`src/rtl/clkgen_phase_sched_pkg.sv`:
```
// Shared constants, state encoding and SET-word packing for the clock
// generator phase scheduler and anything that must stay frame-aligned with it.
package clkgen_pkg;

    localparam int FRAME_LEN = 32;
    localparam int PHASE_W   = 5;
    localparam int DUTY_W    = 4;
    localparam int DUTY_LSB  = 16;
    localparam int DWELL_W   = 8;

    typedef enum logic [1:0] {
        ST_RUN   = 2'd0,
        ST_PEND  = 2'd1,
        ST_GUARD = 2'd2
    } state_e;

    // The duty field is the only live field of the generator SET word.
    function automatic logic [31:0] pack_set(input logic [DUTY_W-1:0] duty);
        logic [31:0] word;
        word = '0;
        word[DUTY_LSB +: DUTY_W] = duty;
        return word;
    endfunction

endpackage

```
`src/rtl/clkgen_phase_sched_if.sv`:
```
// Host/generator-facing signal bundle of the phase scheduler; the scheduler
// takes the slave view, the host/control block the master view.
interface clkgen_phase_sched_if;
    import clkgen_pkg::*;

    logic                 CFG_VALID;
    logic                 CFG_READY;
    logic [PHASE_W-1:0]   CFG_PHASE;
    logic [DUTY_W-1:0]    CFG_DUTY;
    logic                 SWEEP_EN;
    logic [PHASE_W-1:0]   SWEEP_STEP;
    logic [DWELL_W-1:0]   SWEEP_DWELL;
    logic [PHASE_W-1:0]   PHASE_SEL;
    logic [31:0]          SET;
    logic                 CLK_GATE;
    logic                 FRAME_TICK;
    logic                 SWEEP_WRAP;
    logic                 BUSY;

    modport master (
        output CFG_VALID, CFG_PHASE, CFG_DUTY, SWEEP_EN, SWEEP_STEP, SWEEP_DWELL,
        input  CFG_READY, PHASE_SEL, SET, CLK_GATE, FRAME_TICK, SWEEP_WRAP, BUSY
    );

    modport slave (
        input  CFG_VALID, CFG_PHASE, CFG_DUTY, SWEEP_EN, SWEEP_STEP, SWEEP_DWELL,
        output CFG_READY, PHASE_SEL, SET, CLK_GATE, FRAME_TICK, SWEEP_WRAP, BUSY
    );

endinterface

```
`src/rtl/clkgen_phase_sched_frame_counter.sv`:
```
// 5-bit down counter mirroring the generator's frame counter (31 -> 0, reload 31);
// frame_tick marks the boundary cycle where fcnt == 0.
module clkgen_frame_counter
    import clkgen_pkg::*;
(
    input  logic               clk,
    input  logic               rst_n,
    output logic [PHASE_W-1:0] fcnt,
    output logic               frame_tick
);

    logic [PHASE_W-1:0] fcnt_reg;

    // 0 - 1 wraps to 31, which is exactly the reload value.
    always_ff @(posedge clk) begin
        if (!rst_n) begin
            fcnt_reg <= PHASE_W'(FRAME_LEN - 1);
        end else begin
            fcnt_reg <= fcnt_reg - 1'b1;
        end
    end

    assign fcnt       = fcnt_reg;
    assign frame_tick = (fcnt_reg == '0);

endmodule

```
`src/rtl/clkgen_phase_sched.sv`:
```
// Phase/duty scheduler: applies host or sweep settings only on frame
// boundaries and masks the generated clocks for one guard frame afterwards.
module clkgen_phase_sched
    import clkgen_pkg::*;
#(
    parameter logic [PHASE_W-1:0] PHASE_DEFAULT = 5'd0,
    parameter logic [DUTY_W-1:0]  DUTY_DEFAULT  = 4'd0
) (
    input  logic                 CLK_IN,
    input  logic                 RESET_N,
    clkgen_phase_sched_if.slave  bus
);

    localparam logic [1:0] S_RUN   = 2'(ST_RUN);
    localparam logic [1:0] S_PEND  = 2'(ST_PEND);
    localparam logic [1:0] S_GUARD = 2'(ST_GUARD);

    logic [PHASE_W-1:0] fcnt;
    logic               frame_tick;
    logic               boundary;

    logic [1:0]         state_reg,     state_next;
    logic [PHASE_W-1:0] phase_reg,     phase_next;
    logic [DUTY_W-1:0]  duty_reg,      duty_next;
    logic [PHASE_W-1:0] stg_phase_reg, stg_phase_next;
    logic [DUTY_W-1:0]  stg_duty_reg,  stg_duty_next;
    logic [DWELL_W-1:0] dwell_reg,     dwell_next;
    logic               wrap_reg,      wrap_next;
    logic               ready_reg;
    logic               gate_reg;
    logic               busy_reg;

    logic               handshake;
    logic [DWELL_W-1:0] dwell_limit;
    logic [DWELL_W-1:0] dwell_inc;
    logic [PHASE_W:0]   sweep_sum;

    clkgen_frame_counter u_frame_counter (
        .clk        (CLK_IN),
        .rst_n      (RESET_N),
        .fcnt       (fcnt),
        .frame_tick (frame_tick)
    );

    assign boundary = (fcnt == '0);

    assign handshake   = bus.CFG_VALID && ready_reg;
    assign dwell_limit = (bus.SWEEP_DWELL == '0) ? DWELL_W'(1) : bus.SWEEP_DWELL;
    assign dwell_inc   = (dwell_reg == '1) ? dwell_reg : dwell_reg + 1'b1;
    // Carry bit of this sum is the sweep wrap indication.
    assign sweep_sum   = {1'b0, phase_reg} + {1'b0, bus.SWEEP_STEP};

    always_comb begin
        state_next     = state_reg;
        phase_next     = phase_reg;
        duty_next      = duty_reg;
        stg_phase_next = stg_phase_reg;
        stg_duty_next  = stg_duty_reg;
        dwell_next     = dwell_reg;
        wrap_next      = 1'b0;

        case (state_reg)
            S_RUN: begin
                if (handshake) begin
                    stg_phase_next = bus.CFG_PHASE;
                    stg_duty_next  = bus.CFG_DUTY;
                    dwell_next     = '0;
                    state_next     = S_PEND;
                end else if (bus.SWEEP_EN && boundary) begin
                    if (dwell_inc >= dwell_limit) begin
                        stg_phase_next = sweep_sum[PHASE_W-1:0];
                        stg_duty_next  = duty_reg;
                        dwell_next     = '0;
                        wrap_next      = sweep_sum[PHASE_W];
                        state_next     = S_PEND;
                    end else begin
                        dwell_next = dwell_inc;
                    end
                end
            end
            S_PEND: begin
                if (boundary) begin
                    phase_next = stg_phase_reg;
                    duty_next  = stg_duty_reg;
                    state_next = S_GUARD;
                end
            end
            S_GUARD: begin
                if (boundary) begin
                    state_next = S_RUN;
                end
            end
            default: begin
                state_next = S_GUARD;
            end
        endcase

        // A step already staged survives; only the dwell progress is dropped.
        if (!bus.SWEEP_EN) begin
            dwell_next = '0;
        end
    end

    always_ff @(posedge CLK_IN) begin
        if (!RESET_N) begin
            state_reg     <= S_GUARD;
            phase_reg     <= PHASE_DEFAULT;
            duty_reg      <= DUTY_DEFAULT;
            stg_phase_reg <= '0;
            stg_duty_reg  <= '0;
            dwell_reg     <= '0;
            wrap_reg      <= 1'b0;
            ready_reg     <= 1'b0;
            gate_reg      <= 1'b1;
            busy_reg      <= 1'b1;
        end else begin
            state_reg     <= state_next;
            phase_reg     <= phase_next;
            duty_reg      <= duty_next;
            stg_phase_reg <= stg_phase_next;
            stg_duty_reg  <= stg_duty_next;
            dwell_reg     <= dwell_next;
            wrap_reg      <= wrap_next;
            ready_reg     <= (state_next == S_RUN);
            gate_reg      <= (state_next == S_GUARD);
            busy_reg      <= (state_next != S_RUN);
        end
    end

    assign bus.CFG_READY  = ready_reg;
    assign bus.PHASE_SEL  = phase_reg;
    assign bus.SET        = pack_set(duty_reg);
    assign bus.CLK_GATE   = gate_reg;
    assign bus.FRAME_TICK = frame_tick;
    assign bus.SWEEP_WRAP = wrap_reg;
    assign bus.BUSY       = busy_reg;

endmodule

```
`src/flat_wrapper.sv`:
```
// flat-port wrapper written by rule: the top's interface ports become plain ports
module clkgen_phase_sched_flat import clkgen_pkg::*;
#(
    parameter logic [PHASE_W-1:0] PHASE_DEFAULT = 5'd0,
    parameter logic [DUTY_W-1:0]  DUTY_DEFAULT  = 4'd0
)
  (CLK_IN, RESET_N, bus_CFG_VALID, bus_CFG_PHASE, bus_CFG_DUTY, bus_SWEEP_EN, bus_SWEEP_STEP, bus_SWEEP_DWELL, bus_CFG_READY, bus_PHASE_SEL, bus_SET, bus_CLK_GATE, bus_FRAME_TICK, bus_SWEEP_WRAP, bus_BUSY);
  clkgen_phase_sched_if bus_i ();
  input  logic CLK_IN;
  input  logic RESET_N;
  input wire logic [$bits(bus_i.CFG_VALID)-1:0] bus_CFG_VALID;
  input wire logic [$bits(bus_i.CFG_PHASE)-1:0] bus_CFG_PHASE;
  input wire logic [$bits(bus_i.CFG_DUTY)-1:0] bus_CFG_DUTY;
  input wire logic [$bits(bus_i.SWEEP_EN)-1:0] bus_SWEEP_EN;
  input wire logic [$bits(bus_i.SWEEP_STEP)-1:0] bus_SWEEP_STEP;
  input wire logic [$bits(bus_i.SWEEP_DWELL)-1:0] bus_SWEEP_DWELL;
  output wire logic [$bits(bus_i.CFG_READY)-1:0] bus_CFG_READY;
  output wire logic [$bits(bus_i.PHASE_SEL)-1:0] bus_PHASE_SEL;
  output wire logic [$bits(bus_i.SET)-1:0] bus_SET;
  output wire logic [$bits(bus_i.CLK_GATE)-1:0] bus_CLK_GATE;
  output wire logic [$bits(bus_i.FRAME_TICK)-1:0] bus_FRAME_TICK;
  output wire logic [$bits(bus_i.SWEEP_WRAP)-1:0] bus_SWEEP_WRAP;
  output wire logic [$bits(bus_i.BUSY)-1:0] bus_BUSY;
  assign bus_i.CFG_VALID = bus_CFG_VALID;
  assign bus_i.CFG_PHASE = bus_CFG_PHASE;
  assign bus_i.CFG_DUTY = bus_CFG_DUTY;
  assign bus_i.SWEEP_EN = bus_SWEEP_EN;
  assign bus_i.SWEEP_STEP = bus_SWEEP_STEP;
  assign bus_i.SWEEP_DWELL = bus_SWEEP_DWELL;
  assign bus_CFG_READY = bus_i.CFG_READY;
  assign bus_PHASE_SEL = bus_i.PHASE_SEL;
  assign bus_SET = bus_i.SET;
  assign bus_CLK_GATE = bus_i.CLK_GATE;
  assign bus_FRAME_TICK = bus_i.FRAME_TICK;
  assign bus_SWEEP_WRAP = bus_i.SWEEP_WRAP;
  assign bus_BUSY = bus_i.BUSY;
  clkgen_phase_sched #(.PHASE_DEFAULT(PHASE_DEFAULT), .DUTY_DEFAULT(DUTY_DEFAULT)) u_core (.CLK_IN(CLK_IN), .RESET_N(RESET_N), .bus(bus_i));
endmodule
```
`config.mk`:
```
export PLATFORM = sky130hd
export DESIGN_NAME = clkgen_phase_sched_flat
export DESIGN_NICKNAME = d
export VERILOG_FILES = /design/src/rtl/clkgen_phase_sched_pkg.sv /design/src/rtl/clkgen_phase_sched_if.sv /design/src/rtl/clkgen_phase_sched_frame_counter.sv /design/src/rtl/clkgen_phase_sched.sv /design/src/flat_wrapper.sv
export SDC_FILE = /design/constraint.sdc
export NUM_CORES = 1
export LEC_CHECK = 0
export ABC_AREA = 1
export CORE_MARGIN = 2
export CORE_UTILIZATION = 48
export CTS_CLUSTER_SIZE = 25
export DETAILED_ROUTE_END_ITERATION = 6
export PLACE_DENSITY = 0.82
export RECOVER_POWER = 25
export REMOVE_ABC_BUFFERS = 1
export SLEW_MARGIN = 40
export SYNTH_ARGS = -nofsm -noshare
export SYNTH_HDL_FRONTEND = slang
export SYNTH_SLANG_ARGS = --single-unit
export TNS_END_PERCENT = 5
```
`constraint.sdc`:
```
create_clock -name CLK_IN -period 3.1 [get_ports CLK_IN]
set_input_delay 0.62 -clock CLK_IN [delete_from_list [all_inputs] [get_ports CLK_IN]]
set_output_delay 0.62 -clock CLK_IN [all_outputs]
set_load 0.005 [all_outputs]
```
==> results by group <==
Detailed routing
  – Via count: 2096
  – Vias per inst: 4.69
  – Wire length per cell: 10.9 µm
  – Metal3 WL: 284 µm
  – DR iter-0 viols: 69
  – Top layer in use: met4
  – DRT Pass-1 Iters: 4
  – Antenna Violating Nets Remaining: 0
  – DRC Markers: 0
  – Met2 WL post-DR: 2330 µm
  – Post-Route WL: 4860 µm
  – Metal1 wirelength: 2210 µm

STA
  – Slew Limit Fails: 0
  – Period minus WS final: 2.62 ns
  – Max Clk Rate: 381 MHz
  – Final setup fails: 0
  – Worst-Margin Slew: 0.657 ns
  – Final period util: 84.7%
  – Worst Skew: 0.00687 ns
  – Hold_ws: 0.388 ns
  – Hold Violations, Final: 0
  – Max-slew headroom: 56.2%
  – Setup TNS: 0 ns
  – RSZ-0062 raised after global routing: no

Clocking
  – CTS tree: yes
  – Hold_buf cts: 0
  – Postcts setup bufs: 0
  – Total CTS buffers: 5
  – Root buffer cell: clkbuf_8
  – Clock latency on the worst-skew pair: 0.29 ns
  – Reg clk slew, reported paths: 0.07 ns
  – Clock Sinks: 37
  – Post-CTS sizing: 0
  – Htree depth: 2
  – Max clock buf depth: 2

Floorplan
  – Initial core utilization: 49.6%
  – Chip Height: 73.9 µm
  – Die Width: 73.9 µm
  – Ports: 68
  – Total core area: 0.00472 mm²
  – Die area: 0.00546 mm²
  – Row count: 25

Worst hold path
  – Hold Path Class: flip-flop to flip-flop

Synthesis
  – Top-count cell post-synth: nand2_1
  – Synth warnings: 0
  – Commonest cells post-synth: nand2_1 (79), inv_1 (44), nor2_1 (44)
  – Post-Syn Area: 0.00234 mm²
  – EDFF count, synth: 0
  – Area share of the largest cell type after synthesis: 31.6%
  – Mean Syn Cell Area: 6.96 µm²
  – Ys flop type: dfxtp_1
  – FF+latch count, synth: 37
  – Async set-reset flop share out of synthesis: 0%
  – Synth Instances: 337
  – Yosys top cell by area: dfxtp_1
  – Register area share after synthesis: 31.6%
  – Post-synthesis cell type count: 31
  – Top cells by area, synth: dfxtp_1 (32%), nand2_1 (13%), buf_4 (9.0%), ha_1 (8.0%), inv_1 (7.0%)

Setup path
  – CP Max Fanout: 9
  – Slowest stage cell, crit path: dfxtp_1
  – Critical Path RT: 3.32 ns
  – CP Class: flip-flop to flip-flop
  – Endpoint class of the critical path: flip-flop
  – Nature of the critical path startpoint: flip-flop
  – Worst Path Arrival: 2.85 ns
  – CP Cell Sequence: ha_1, nand2_1, nor2_1, nand2_2, o21ai_0, ha_1, nand2_1, nor2_1, nor2_1, nand2_1, a21oi_2, nand4_1, a21oi_1
  – Slowest stage delay, CP: 0.42 ns

Finish
  – Sequential Area: 741 µm²
  – Fill cell total of the finished layout: 446
  – Layout cells sized above 1: 6.58%
  – Footprint of the multi-input gates: 0.00129 mm²
  – Util after Layout: 59.2%
  – Max reg flops: 8
  – N_diodes: 0
  – NumNets Final: 421
  – Design Area, Final: 0.00280 mm²
  – P&R area growth vs syn: 19.3%

Placement
  – DP Wirelength: 3670 µm
  – # port buffers: 39
  – GPL Wtd Cong: 0.852
  – Area post-placement: 0.00270 mm²

Global routing
  – Total congestion overflow: 0
  – Number of global-route vias before repair: 1974
  – First-pass GRT wire length: 8410 µm
  – Initial antenna violation count: 0
  – Pin count of the biggest net entering global routing: 17
  – Gr usage total: 19.9%

Run
  – Max Cap Violations: 0

Power and ir drop
  – Leak pwr: 1.37 nW
  – Max IR drop VDD: 0.208 mV
  – Power per cell area: 333 mW/mm²
  – Pwr Total: 0.932 mW

Status
  – Status: complete, no violations
[area by class of cell]
class                           count  area share [%]
Multi-Input combinational cell    248            46.2
Sequential cell                    37            26.5
Timing Repair Buffer               42            14.6
Inverter                           45            6.04
Clock buffer                        7            3.44
Tap cell                           67            3.00
Clock inverter                      1           0.179
[routing by layer]
metal	vias up	track usage, %
li1	1097	-
met1	929	24.1
met2	66	34.4
met3	4	5.62
met4	0	5.45
met5	-	0
[path summary, 6_finish.rpt]
path / from / endpoint / slack, ns / depth (start not counted)
max: u_core.dwell_reg[0] / u_core.dwell_reg[4] / 0.48 / 13
min reg2reg: u_core.u_frame_counter.fcnt[0] / u_core.u_frame_counter.fcnt[0] / 0.39 / 1
min: u_core.u_frame_counter.fcnt[0] / u_core.u_frame_counter.fcnt[0] / 0.39 / 1
max reg2reg: u_core.dwell_reg[0] / u_core.dwell_reg[4] / 0.48 / 13
[cells by family after synthesis]
kind of cell / after synthesis / share of synthesized area (%)
xor gates and xnor gates: 3 / 1.12
AOI/OAI and AO/OA: 48 / 13.1
buffers and inverters: 79 / 17.6
DFF: 37 / 31.6
other: 1 / 0.160
and+or+nand+nor: 153 / 27.6
adders and majority gates: 16 / 8.86
[report_power, final]
part           leakage [nW]  switching, mW  internal (mW)
sequential            0.299        0.00221          0.478
clock                0.0542          0.169          0.201
combinational          1.02         0.0382         0.0429
[placed cells by master (no fill, tap or decap), types with 2 or more instances in the layout]
master / netlist / layout
a21oi_1: 20 / 20
buf_4: 28 / 2
clkbuf_8: 0 / 7
clkdlybuf4s50_1: 0 / 38
conb_1: 1 / 28
dfxtp_1: 37 / 37
ha_1: 15 / 15
inv_1: 44 / 44
nand2_1: 79 / 79
nand3_1: 12 / 12
nand4_1: 9 / 9
nor2_1: 44 / 44
nor4_1: 2 / 2
o21ai_0: 17 / 17
o21bai_2: 7 / 7
xor2_1: 2 / 2
[critical path: cells and delay by family, from the launching register on]
family | cells | cell delay [ns]
DFF | 1 | 0.42
adders and majority gates | 2 | 0.48
AOI/OAI and AO/OA | 3 | 0.70
and+or+nand+nor | 8 | 0.95
[per-stage QoR]
step / setup WS [ns] / std cells
6_report: 0.476 / 447
3_3_place_gp: 0.419 / 439
5_1_grt: 0.270 / 447
3_5_place_dp: 0.345 / 439
2_1_floorplan: 0.825 / 330
4_1_cts: 0.512 / 447
Note: power is estimated with default switching activity, not from simulation.
